<file path="config.mk">
export PLATFORM = sky130hd
export DESIGN_NAME = control_sequencer
export DESIGN_NICKNAME = d
export VERILOG_FILES = /design/src/rtl/control_sequencer_pkg.sv /design/src/rtl/control_sequencer_instr_decoder.sv /design/src/rtl/control_sequencer.sv
export SDC_FILE = /design/constraint.sdc
export NUM_CORES = 1
export LEC_CHECK = 0
export CAP_MARGIN = 20
export CORE_ASPECT_RATIO = 0.75
export CORE_UTILIZATION = 36
export DETAILED_ROUTE_END_ITERATION = 10
export DONT_BUFFER_PORTS = 1
export GPL_ROUTABILITY_DRIVEN = 0
export SKIP_LAST_GASP = 1
export SYNTH_ARGS = -nofsm -noshare
export SYNTH_HDL_FRONTEND = slang
export SYNTH_HIERARCHICAL = 1
export SYNTH_SLANG_ARGS = --single-unit
</file>
<file path="constraint.sdc">
create_clock -name clk -period 3.3 [get_ports clk]
set_input_delay 0.165 -clock clk [delete_from_list [all_inputs] [get_ports clk]]
set_output_delay 0.165 -clock clk [all_outputs]
set_load 0.01 [all_outputs]
</file>
<file path="src/rtl/control_sequencer_pkg.sv">
// rtl/control_sequencer_pkg.sv - shared FSM encoding, RV32 R-type field constants and ALU control codes
package control_sequencer_pkg;

    typedef enum logic [1:0] {
        S_IDLE      = 2'd0,
        S_DECODE    = 2'd1,
        S_EXECUTE   = 2'd2,
        S_WRITEBACK = 2'd3
    } state_t;

    localparam logic [6:0] OPC_OP  = 7'b0110011;
    localparam logic [6:0] F7_BASE = 7'b0000000;
    localparam logic [6:0] F7_ALT  = 7'b0100000;

    localparam logic [2:0] F3_ADD_SUB = 3'b000;
    localparam logic [2:0] F3_SLL     = 3'b001;
    localparam logic [2:0] F3_SLT     = 3'b010;
    localparam logic [2:0] F3_SLTU    = 3'b011;
    localparam logic [2:0] F3_XOR     = 3'b100;
    localparam logic [2:0] F3_SRL_SRA = 3'b101;
    localparam logic [2:0] F3_OR      = 3'b110;
    localparam logic [2:0] F3_AND     = 3'b111;

    // Codes shared with the ALU; changing one here changes the datapath contract.
    localparam logic [3:0] ALU_AND  = 4'b0000;
    localparam logic [3:0] ALU_OR   = 4'b0001;
    localparam logic [3:0] ALU_ADD  = 4'b0010;
    localparam logic [3:0] ALU_XOR  = 4'b0011;
    localparam logic [3:0] ALU_SLL  = 4'b0100;
    localparam logic [3:0] ALU_SRL  = 4'b0101;
    localparam logic [3:0] ALU_SUB  = 4'b0110;
    localparam logic [3:0] ALU_SLT  = 4'b0111;
    localparam logic [3:0] ALU_SRA  = 4'b1000;
    localparam logic [3:0] ALU_SLTU = 4'b1001;

endpackage

</file>
<file path="src/rtl/control_sequencer_instr_decoder.sv">
// rtl/control_sequencer_instr_decoder.sv - combinational RV32 R-type decoder: fields, ALU control and legality
module instr_decoder
    import control_sequencer_pkg::*;
(
    input  logic [31:0] instr,
    output logic [4:0]  rs1,
    output logic [4:0]  rs2,
    output logic [4:0]  rd,
    output logic [3:0]  alu_ctrl,
    output logic        legal
);

    logic [6:0] opcode;
    logic [2:0] funct3;
    logic [6:0] funct7;

    assign opcode = instr[6:0];
    assign rd     = instr[11:7];
    assign funct3 = instr[14:12];
    assign rs1    = instr[19:15];
    assign rs2    = instr[24:20];
    assign funct7 = instr[31:25];

    always_comb begin
        alu_ctrl = ALU_ADD;
        legal    = 1'b0;
        if (opcode == OPC_OP) begin
            if (funct7 == F7_BASE) begin
                legal = 1'b1;
                unique case (funct3)
                    F3_ADD_SUB: alu_ctrl = ALU_ADD;
                    F3_SLL:     alu_ctrl = ALU_SLL;
                    F3_SLT:     alu_ctrl = ALU_SLT;
                    F3_SLTU:    alu_ctrl = ALU_SLTU;
                    F3_XOR:     alu_ctrl = ALU_XOR;
                    F3_SRL_SRA: alu_ctrl = ALU_SRL;
                    F3_OR:      alu_ctrl = ALU_OR;
                    F3_AND:     alu_ctrl = ALU_AND;
                endcase
            end else if (funct7 == F7_ALT) begin
                // Only SUB and SRA use the alternate funct7.
                if (funct3 == F3_ADD_SUB) begin
                    legal    = 1'b1;
                    alu_ctrl = ALU_SUB;
                end else if (funct3 == F3_SRL_SRA) begin
                    legal    = 1'b1;
                    alu_ctrl = ALU_SRA;
                end
            end
        end
    end

endmodule

</file>
<file path="src/rtl/control_sequencer.sv">
// rtl/control_sequencer.sv - four-state IDLE/DECODE/EXECUTE/WRITEBACK control FSM with retire counter
module control_sequencer
    import control_sequencer_pkg::*;
#(
    parameter int CNT_W = 32
) (
    input  logic             clk,
    input  logic             reset,
    input  logic [31:0]      instr,
    input  logic             instr_valid,
    output logic             instr_ready,
    input  logic             zero_flag,
    output logic [4:0]       mem_read_addr_1,
    output logic [4:0]       mem_read_addr_2,
    output logic [4:0]       mem_write_addr,
    output logic [3:0]       alu_ctrl,
    output logic             r_or_w,
    output logic             done,
    output logic             illegal,
    output logic             zero_q,
    output logic [CNT_W-1:0] retired
);

    state_t      state;
    logic [31:0] ir;
    logic [31:0] dec_word;
    logic [4:0]  dec_rs1;
    logic [4:0]  dec_rs2;
    logic [4:0]  dec_rd;
    logic [3:0]  dec_alu;
    logic        dec_legal;

    // In IDLE the decoder looks at the incoming word so the datapath outputs
    // and the illegal pulse can be registered on the capture edge.
    assign dec_word    = (state == S_IDLE) ? instr : ir;
    assign instr_ready = (state == S_IDLE) && !reset;

    instr_decoder u_decoder (
        .instr    (dec_word),
        .rs1      (dec_rs1),
        .rs2      (dec_rs2),
        .rd       (dec_rd),
        .alu_ctrl (dec_alu),
        .legal    (dec_legal)
    );

    always_ff @(posedge clk or posedge reset) begin
        if (reset) begin
            state           <= S_IDLE;
            ir              <= '0;
            mem_read_addr_1 <= '0;
            mem_read_addr_2 <= '0;
            mem_write_addr  <= '0;
            alu_ctrl        <= '0;
            r_or_w          <= 1'b0;
            done            <= 1'b0;
            illegal         <= 1'b0;
            zero_q          <= 1'b0;
            retired         <= '0;
        end else begin
            done    <= 1'b0;
            illegal <= 1'b0;
            r_or_w  <= 1'b0;
            unique case (state)
                S_IDLE: begin
                    if (instr_valid) begin
                        ir              <= instr;
                        mem_read_addr_1 <= dec_rs1;
                        mem_read_addr_2 <= dec_rs2;
                        mem_write_addr  <= dec_rd;
                        alu_ctrl        <= dec_alu;
                        illegal         <= !dec_legal;
                        state           <= S_DECODE;
                    end
                end
                S_DECODE: begin
                    if (dec_legal) begin
                        state <= S_EXECUTE;
                    end else begin
                        mem_read_addr_1 <= '0;
                        mem_read_addr_2 <= '0;
                        mem_write_addr  <= '0;
                        alu_ctrl        <= '0;
                        state           <= S_IDLE;
                    end
                end
                S_EXECUTE: begin
                    zero_q <= zero_flag;
                    r_or_w <= (mem_write_addr != 5'd0);
                    done   <= 1'b1;
                    state  <= S_WRITEBACK;
                end
                S_WRITEBACK: begin
                    retired         <= retired + {{(CNT_W-1){1'b0}}, 1'b1};
                    mem_read_addr_1 <= '0;
                    mem_read_addr_2 <= '0;
                    mem_write_addr  <= '0;
                    alu_ctrl        <= '0;
                    state           <= S_IDLE;
                end
            endcase
        end
    end

endmodule

</file>
Word-level counts from Yosys, hierarchy flattened
Memories as Yosys holds them, arrays and structs flattened.
Index checks and enable logic that the tools add are counted.
- flip-flop bits (word level): 89
- bits in read-only memories: 32
- input bits: 36
- output and inout bits: 56
- memories: 1
- $add $sub $neg: 1
- equal/unequal tests: 8
- muxes and demuxes: 28
- reductions and logical operators: 10
- memories (name ; words ; bits a word ; rd ports ; clocked after memory_dff ; write ports ; RTL line ; RTL):
    (name not given) ; 8 ; 4 ; 1 ; 0 ; 0 ; control_sequencer_instr_decoder.sv:30 ; unique case (funct3)
- operator list (operator ; number):
    $pmux 5 s3 ; 3
    $add 32x1->32 const B ; 1
    $mux 32 ; 1
    $mux 4 ; 7
    $mux 5 ; 4
    $eq 7x6->1 const B ; 2
    $pmux 4 s3 ; 1
    $mux 1 ; 9
    $pmux 2 s4 ; 1
    $logic_not 7->1 ; 1
    $reduce_bool 5->1 ; 1
    $eq 2x2->1 const B ; 2
    $mux 2 ; 2
    $ne 2x2->1 const B ; 2
    $eq 3x3->1 const B ; 1
    $logic_not 3->1 ; 1
    $reduce_and 3->1 ; 1
    $reduce_bool 3->1 ; 1
    $eq 2x1->1 const B ; 1
    $logic_not 1->1 ; 2
    $logic_not 2->1 ; 1
    $reduce_and 2->1 ; 1
    $logic_and 1x1->1 ; 1

Longest topological paths before layout
- word-level depth: 11
- gate-level depth with buffers: 12
- mapped depth without buffers: 9

Cells and area by module
The synthesis kept the hierarchy.
- modules (own cells, without submodules) (module ; instances ; cells each ; area an instance (sq um) ; seq. area each (sq um)):
    control_sequencer ; 1 ; 295 ; 3891.2 ; 2227.1
    instr_decoder ; 1 ; 43 ; 316.6 ; 0.0

Worst setup path after synthesis
OpenSTA, ideal clock, no wires.
- path type: reg-to-reg
- start point: reg state[0]
- end point: reg alu_ctrl[1]
- setup time: 0.065 ns
- arrival: 2.613 ns
- required time: 3.235 ns
- slack: 0.622 ns
- stages on the path, launching flop included: 12
- path buffers: 3
- clock period less this slack: 2.678 ns
- path through: dfrtp_1 buf_4 nor2_2 buf_2 mux2_2 nor4_2 nand4_2 a21oi_1 nand3b_1 nand3_1 buf_2 a22o_1
- elaborated cells on any way between the ends: 26
- classes of those cells: 7 x eq/ne; 13 x mux; 5 x reduce/logical; 1 x memory
- RTL lines (element ; RTL line ; RTL):
    from (decl) ; control_sequencer.sv:24 ; state_t state;
    from (signal assigned) ; control_sequencer.sv:49 ; state <= S_IDLE;
    from (signal assigned) ; control_sequencer.sv:73 ; state <= S_DECODE;
    from (signal assigned) ; control_sequencer.sv:78 ; state <= S_EXECUTE;
    $logic_not 2->1 ; control_sequencer.sv:35 ; assign dec_word = (state == S_IDLE) ? instr : ir;
    $mux 32 ; control_sequencer.sv:35 ;
    named net dec_word[6] ; control_sequencer.sv:26 ; logic [31:0] dec_word;
    $eq 7x6->1 ; control_sequencer_instr_decoder.sv:27 ; if (opcode == OPC_OP) begin
    $mux 1 ; control_sequencer_instr_decoder.sv:27 ;
    named net dec_legal ; control_sequencer.sv:31 ; logic dec_legal;
    $ne 2x2->1 (no source line) ; -- ;
    $reduce_and 3->1 (no source line) ; -- ;
    to (signal assigned) ; control_sequencer.sv:71 ; alu_ctrl <= dec_alu;
    to (decl) ; control_sequencer.sv:16 ; output logic [3:0] alu_ctrl,
The timed path passes the listed nets, and every way through them passes these cells. The select of a mux whose other input is x is not followed.
A chain may end at the register's enable or synchronous reset.

==> results.md <==
* Die Ht at 95.6 um
* Crit-path max FO at 15
* Port Buffers at 0
* Syn Area/Cell at 12.4 sq um
* Largest net degree at the start of global routing at 35
* Max frequency at 0.337 GHz
* Vias/cell at 5.13
* ANT nets after route at 0
* Die Area at 12100 sq um
* Gr usage total at 15.0%
* Most common cell after layout, fill and taps aside: dfrtp_1
* Starting Density at 37.7%
* Hold Vio Cnt, Final at 0
* Worst slew margin at 58.5%
* Fin crit period at 2.96 ns
* Deepest clock path buffer count at 2
* Detailed Routing Iterations Pass 1 at 4
* Post-CTS setup buffer count at 0
* Outcome: complete, no violations
* Iteration-0 DRC Markers at 71
* Die Wd at 127 um
* Worst Path Required at 3.57 ns
* Worst Tran Pin Value at 0.622 ns
* Netlist cell types at 35
* Synth Instances at 338
* Commonest non-fill, non-tap cells in the layout: dfrtp_1, mux2_2, dlygate4sd3_1
* Number of global-route vias before repair at 2768
* Via count at 2606
* Final Setup Violations at 0
* TritonCTS clock tree: built
* Crit Path Class: register to register
* Inserted Diodes at 0
* Routed len/inst at 16.9 um
* Clk pin slew, worst setup/hold paths at 0.07 ns
* Total Nets Final at 403
* Register area share after synthesis at 52.9%
* Fill count at 1022
* Post-Syn Area at 4210 sq um
* First-pass GRT wire length at 13.8 mm
* Non-filler instance count after layout at 508
* WP data arrival at 3.24 ns
* Post-placement cell count at 457
* Max Used Layer: met4
* Place WS at 0.369 ns
* DR WL met3 at 431 um
* PD cells at 525 nW/um^2
* Tcrit/Tclk final at 89.8%
* Hold_buf cts at 35
* Synthesis-to-layout area growth at 17.2%
* Syn Nets at 378
* Clock tree sinks at 89
* Storage element area at 2230 sq um
* Hold WC Path Type: input pin to register
* Setup repair after global routing missed its margin: false
* Cts bufs inserted at 9
* Type of origin of the critical path: register
* Yosys warnings at 6
* Initial antenna violation count at 0
* WL met2 at 4.01 mm
* Ports at 92
* Number of synthesized register bits at 89
* Routed WL at 8.61 mm
* Detailed-route DRC error count at 0
* Clock Skew at 0.00921 ns
* HPWL Detailed at 5.80 mm
* Root buf cell: clkbuf_16
* Max-slew violations at 0
* H-tree depth at 3
* Post-route setup slack at 0.335 ns
* Worst-Skew Late Latency at 0.33 ns
* CTS resizes at 0
* GR Overflow Total at 0
* Crit end category: register
* Setup_tns at 0 ns
* Hold WS at 0.100 ns
* Worst VDD drop at 0.217 mV
* Lkg Pwr at 2.20 nW
* Multi-input logic area at 1790 sq um
* Cell row count at 33
* Core ar. at 11100 sq um
* Maxcap violations at 0
* Share of post-route cells with drive strength above 1 at 26.4%
* Met1 wire length at 4.04 mm
registers in the layout, indices dropped and copies added (netlist names), 4 cells and up, named ones only:
name / cells
ir: 32
retired: 32
mem_read_addr_1: 5
mem_read_addr_2: 5
mem_write_addr: 5
alu_ctrl: 4
per-layer routing:
metal | vias to the layer above | global-route usage (%)
met4 | 0 | 5.46
met2 | 64 | 24.3
met1 | 1300 | 18.7
met5 | - | 0
met3 | 13 | 4.99
li1 | 1229 | -
cell usage after synthesis (all sizes together):
library cell  number  area [sq um]
nor4               1          12.5
xnor2             21           184
and4b              1          10.0
ha                 4          50.1
nor2b              1          6.26
buf               28           183
nand2             22          90.1
nor3               6          35.0
inv                5          18.8
and4               3          26.3
a22o              19           166
dfrtp             89          2230
or3                2          17.5
a21o               1          7.51
mux2i              2          20.0
o21ai              1          5.00
a21oi              3          15.0
and3               7          43.8
nand2b             1          6.26
and2               5          31.3
nor3b              2          26.3
o21a               1          7.51
xor2              10          87.6
nor2              17          66.3
nand3b             2          15.0
nand4              8          56.3
mux2              66           743
nand3             10          50.1
power breakdown:
group          leakage, nW  total (W)  internal (W)  switching, W
Clock                0.135    0.00102      0.000588      0.000429
Combinational        0.917   0.000309      0.000180      0.000129
Sequential            1.15    0.00126       0.00119     0.0000772
worst max-delay path, stage by stage (launching register included):
cell      delay (ns)
dfrtp_1         0.51
nor2_4          0.39
mux2_2          0.40
nor3b_1         0.32
nand4_2         0.23
a21oi_1         0.23
nand3b_1        0.13
nand3_1         0.27
buf_4           0.27
a22o_1          0.15
worst paths after layout:
| kind | from | end | slack [ns] | cells past startpoint |
|---|---|---|---|---|
| setup / recovery | register | mem_read_addr_1[3] | 0.34 | 9 |
| hold / removal | instr[24] | mem_read_addr_2[4] | 0.10 | 2 |
| setup reg to reg | register | mem_read_addr_1[3] | 0.34 | 9 |
| hold reg to reg | ir[4] | ir[4] | 0.50 | 1 |
| max in group asynchronous | reset | mem_read_addr_2[1] | 2.19 | 3 |
| min in group asynchronous | reset | retired[13] | 0.37 | 2 |
cells by family (layout without fill, tap and decap cells):
kind of cell | count (synthesis) | after routing | synth area share (%)
mux | 68 | 68 | 18.1
flops | 89 | 89 | 52.9
xor+xnor | 31 | 31 | 6.45
fa+ha+maj | 4 | 4 | 1.19
buf+inv | 33 | 63 | 4.79
simple gates | 88 | 88 | 11.7
compound gates | 25 | 25 | 4.79
cell type report:
class	instances	area share [%]
inverter	5	0.406
sequential	89	45.2
clock buffer	10	4.64
tap	140	3.55
multi-input combinational	216	36.2
timing repair buffer	42	8.68
clock inverter	6	1.34
metrics by stage:
step | total power, W | area (sq um) | utilization, %
4_1_cts | 0.00263 | 4930 | 44.2
3_3_place_gp | 0.00155 | 4270 | 38.3
6_report | 0.00259 | 4930 | 44.2
5_1_grt | 0.00270 | 4930 | 44.2
2_1_floorplan | 0.00153 | 4210 | -
3_5_place_dp | 0.00156 | 4290 | 38.4
(Power assumes the default switching activity.)
